==> config.mk <==
export PLATFORM = sky130hd
export DESIGN_NAME = seq_tx
export DESIGN_NICKNAME = d
export VERILOG_FILES = /design/src/rtl/seq_tx.sv
export SDC_FILE = /design/constraint.sdc
export NUM_CORES = 1
export LEC_CHECK = 0
export ABC_AREA = 1
export ABC_CLOCK_PERIOD_IN_PS = 1600
export CORE_ASPECT_RATIO = 1.5
export CORE_UTILIZATION = 50
export CTS_BUF_LIST = sky130_fd_sc_hd__clkbuf_4 sky130_fd_sc_hd__clkbuf_8
export CTS_CLUSTER_SIZE = 16
export DETAILED_ROUTE_END_ITERATION = 8
export GPL_ROUTABILITY_DRIVEN = 0
export PLACE_DENSITY_LB_ADDON = 0.1
export SETUP_SLACK_MARGIN = 0.5
export SYNTH_ARGS = -nofsm -noshare
export SYNTH_HDL_FRONTEND = slang
export SYNTH_SLANG_ARGS = --single-unit
==> constraint.sdc <==
create_clock -name Clk -period 1.6 [get_ports Clk]
set_clock_uncertainty 0.2 [all_clocks]
set_input_delay 0.24 -clock Clk [delete_from_list [all_inputs] [get_ports Clk]]
set_output_delay 0.24 -clock Clk [all_outputs]
set_load 0.03 [all_outputs]
==> src/rtl/seq_tx.sv <==
// rtl/seq_tx.sv - frame serializer that emits a parallel word MSB first and counts overlapping "101" patterns
// Frames are separated by at least two zero bits, so a per-frame history matches a free-running detector.
module seq_tx #(
    parameter int WIDTH = 8
) (
    input  logic             Clk,
    input  logic             Clr,
    input  logic             Start,
    input  logic [WIDTH-1:0] Data,
    output logic             Ready,
    output logic             X,
    output logic             Valid,
    output logic             Done,
    output logic [3:0]       Hits
);

    localparam int CW = (WIDTH > 2) ? $clog2(WIDTH) : 1;

    typedef enum logic [2:0] {
        IDLE  = 3'b001,
        SHIFT = 3'b010,
        DONE  = 3'b100
    } state_t;

    state_t         state;
    state_t         state_nx;
    logic [WIDTH-1:0] sr;
    logic [WIDTH-1:0] sr_nx;
    logic [CW-1:0]  cnt;
    logic [CW-1:0]  cnt_nx;
    logic [1:0]     hist;
    logic [1:0]     hist_nx;
    logic [3:0]     hits_nx;
    logic           msb;

    assign msb = sr[WIDTH-1];

    always_ff @(posedge Clk or posedge Clr) begin
        if (Clr) begin
            state <= IDLE;
            sr    <= '0;
            cnt   <= '0;
            hist  <= '0;
            Hits  <= '0;
        end else begin
            state <= state_nx;
            sr    <= sr_nx;
            cnt   <= cnt_nx;
            hist  <= hist_nx;
            Hits  <= hits_nx;
        end
    end

    // X is taken from the shift-register MSB only, so it never follows Data/Start combinationally.
    always_comb begin
        state_nx = state;
        sr_nx    = sr;
        cnt_nx   = cnt;
        hist_nx  = hist;
        hits_nx  = Hits;
        Ready    = 1'b0;
        Valid    = 1'b0;
        X        = 1'b0;
        Done     = 1'b0;
        case (state)
            IDLE: begin
                Ready = 1'b1;
                if (Start) begin
                    sr_nx    = Data;
                    cnt_nx   = CW'(WIDTH - 1);
                    hist_nx  = 2'b00;
                    hits_nx  = 4'd0;
                    state_nx = SHIFT;
                end
            end
            SHIFT: begin
                Valid   = 1'b1;
                X       = msb;
                sr_nx   = {sr[WIDTH-2:0], 1'b0};
                cnt_nx  = cnt - 1'b1;
                hist_nx = {hist[0], msb};
                if (({hist, msb} == 3'b101) && (Hits != 4'd15)) begin
                    hits_nx = Hits + 4'd1;
                end
                if (cnt == '0) begin
                    state_nx = DONE;
                end
            end
            DONE: begin
                Done     = 1'b1;
                state_nx = IDLE;
            end
            default: begin
                state_nx = IDLE;
            end
        endcase
    end

endmodule

==> results.yml <==
worst_setup_path:
  cp-start-kind: "flop"
  worst_ep_arrival_time_ns: 1.29
  cp-end-kind: "output port"
  r2r_end: "Hits[2]"
  crit_required_ns: 1.16
  regToRegSetupSlack_ns: -0.11
  path_class: "flop to output port"
  crit_end: "X"
  cp_max_fo: 5
  worstReg2RegStart: "state[2]"
  r2r_cells: 9
  crit_start: "state[0]"
power_and_ir_drop:
  finalPower_mw: 2.55
  p_leak_nw: 0.870
  powerDensity_nw_per_um2: 1480
  ir_worst_vdd_mv: 1.17
cells_and_area:
  final_util_pct: 90.3
  fill_cells: 87
  fin_nets: 190
  syn2layout_area_growth_pct: 64.7
  diodes: 0
  fin_area_um2: 1720
  multi_input_area_um2: 617
  fin_cells: 196
  drive_gt1_share_pct: 43.4
  seqCellArea_um2: 505
route:
  drc: 0
  drtIter0Drc: 39
  vias: 1087
  wl_per_cell_um: 17.3
  vias_per_cell: 5.55
  firstDrtPassIters: 4
  ant_nets: 0
  wl_um: 3390
place:
  dpl.cell_count: 173
  dpl_cell_area_um2: 1310
  io_buffers: 18
  dpl_worst_slack_ns: -0.0212
  hpwl_um: 1510
timing:
  worst_pin_slew_ns: 0.287
  fin_ws_ns: -0.127
  final-setup-viol-count: 18
  rsz0062_at_grt: "yes"
  max-slew-margin-rel_pct: 80.8
  hold_viol_final: 0
  holdWs_ns: 0.0375
  tns_ns: -0.945
  fmax_mhz: 579
  period_share_pct: 108
  layout_min_cycle_time_ns: 1.73
  drv_slew: 0
yosys:
  synth.net_count: 145
  synth_area_um2: 1040
  syn_inst: 131
  ys_warn_count: 0
  ys_ff_latch: 20
  synth.avg_cell_area_um2: 7.96
  synth_seq_area_share_pct: 48.1
  synth_cell_types: 23
run_status:
  violations: "setup timing"
  status: "finished with violations"
floorplan:
  die_h_um: 57.9
  die_w_um: 39.3
  ios: 19
  coreArea_um2: 1900
  rows: 19
  start_util_pct: 54.8
  die_area_um2: 2270
global_route:
  grt_max_degree: 21
  grt_pass1_vias: 963
  grt_pass1_wl_um: 4080
  grt_use_total_pct: 26.3
  grt_overflow: 0
  antenna_found_initial: 0
clocking:
  clockBufferDepth: 2
  cts_hold_buf: 0
  clk-insertion-delay-late_ns: 0.31
  numCtsBuffers: 3
  clk_pin_slew_ns: 0.12
  cts_tree: "done"
  cts-root-buf: "clkbuf_4"
  htree_levels: 1
  clkSinkCount: 20
run:
  drv_cap: 0
hold_path:
  worstHoldPathType: "input port to async pin"
-- area by class of cell --
cell class | count | share of cell area (%)
multi-input combinational | 95 | 35.9
sequential | 20 | 29.4
tap | 21 | 1.53
clock buffer | 4 | 2.11
inverter | 15 | 4.01
timing repair buffer | 41 | 27.0
-- cells in the mapped netlist, drive strengths merged --
master | instances | area share (%)
nor2 | 9 | 4.7
ha | 3 | 3.6
nor3b | 1 | 0.72
dfstp | 1 | 2.5
dfrtp | 19 | 46
nand2 | 61 | 23
inv | 15 | 5.6
o21ai | 6 | 2.9
nand3 | 8 | 5.0
nor3 | 1 | 0.48
o211ai | 1 | 0.72
buf | 3 | 2.6
a21boi | 2 | 1.4
nand4 | 1 | 0.60
-- where the power goes --
group          internal (mW)  switching, mW  leakage, nW  total (mW)
sequential             0.684          0.128        0.244       0.812
combinational          0.648          0.783        0.604        1.43
clock                  0.139          0.164       0.0210       0.303
total                   1.47           1.07        0.870        2.55
-- metal layers --
metal | global-route usage, % | vias up | routed length (um)
met5 | 0 | - | 0
met4 | 11.3 | 0 | 80
met3 | 3.45 | 9 | 134
met2 | 46.2 | 52 | 1970
met1 | 30.3 | 525 | 1210
li1 | - | 501 | -
-- sequential cells by signal (all words and copies together), names as in the netlist --
register,count
Hits,4
hist,2
cnt,3
sr,8
state,3
-- cell usage in the layout (no fill, tap or decap), types with 3 or more instances in the layout --
master | synthesis | routed
dfrtp_2 | 0 | 3
buf_6 | 2 | 12
nand2_8 | 0 | 3
nand2_1 | 57 | 47
nor2_2 | 0 | 3
clkdlybuf4s50_1 | 0 | 10
nand3_1 | 7 | 6
nor2_4 | 2 | 5
dfrtp_1 | 19 | 16
clkbuf_4 | 0 | 3
o21ai_1 | 5 | 4
nand2_4 | 1 | 4
buf_4 | 0 | 13
inv_1 | 12 | 10
clkbuf_16 | 0 | 3
nand2_2 | 3 | 8
-- how the worst min path moves through the flow --
stage | from | end | depth (start not counted)
floorplan | Clr | Hits[2] | 1
global placement | sr[6] | sr[6] | 2
detailed placement | sr[2] | sr[2] | 2
CTS | Clr | sr[3] | 3
global route | Clr | cnt[0] | 3
finish | Clr | cnt[0] | 3
-- critical path, cell delays in order (launching register included) --
cell	delay, ns
dfstp_2	0.56
inv_2	0.05
nand3_4	0.09
inv_8	0.05
nand2_4	0.07
inv_4	0.03
buf_6	0.12
-- cell families after synthesis --
group / share of synthesized area, %
buffers and inverters: 8.28
DFF: 48.1
adders and majority gates: 3.60
and+or+nand+nor: 34.9
AOI/OAI and AO/OA: 5.04
-- repair_timing --
action,4_1_cts,5_1_grt
endpoints found under the setup margin,28,28
pin swaps,4,16
gates cloned,2,4
buffers inserted,6,7
resized for setup,45,26
No activity file was read; power rests on OpenSTA's default activity.
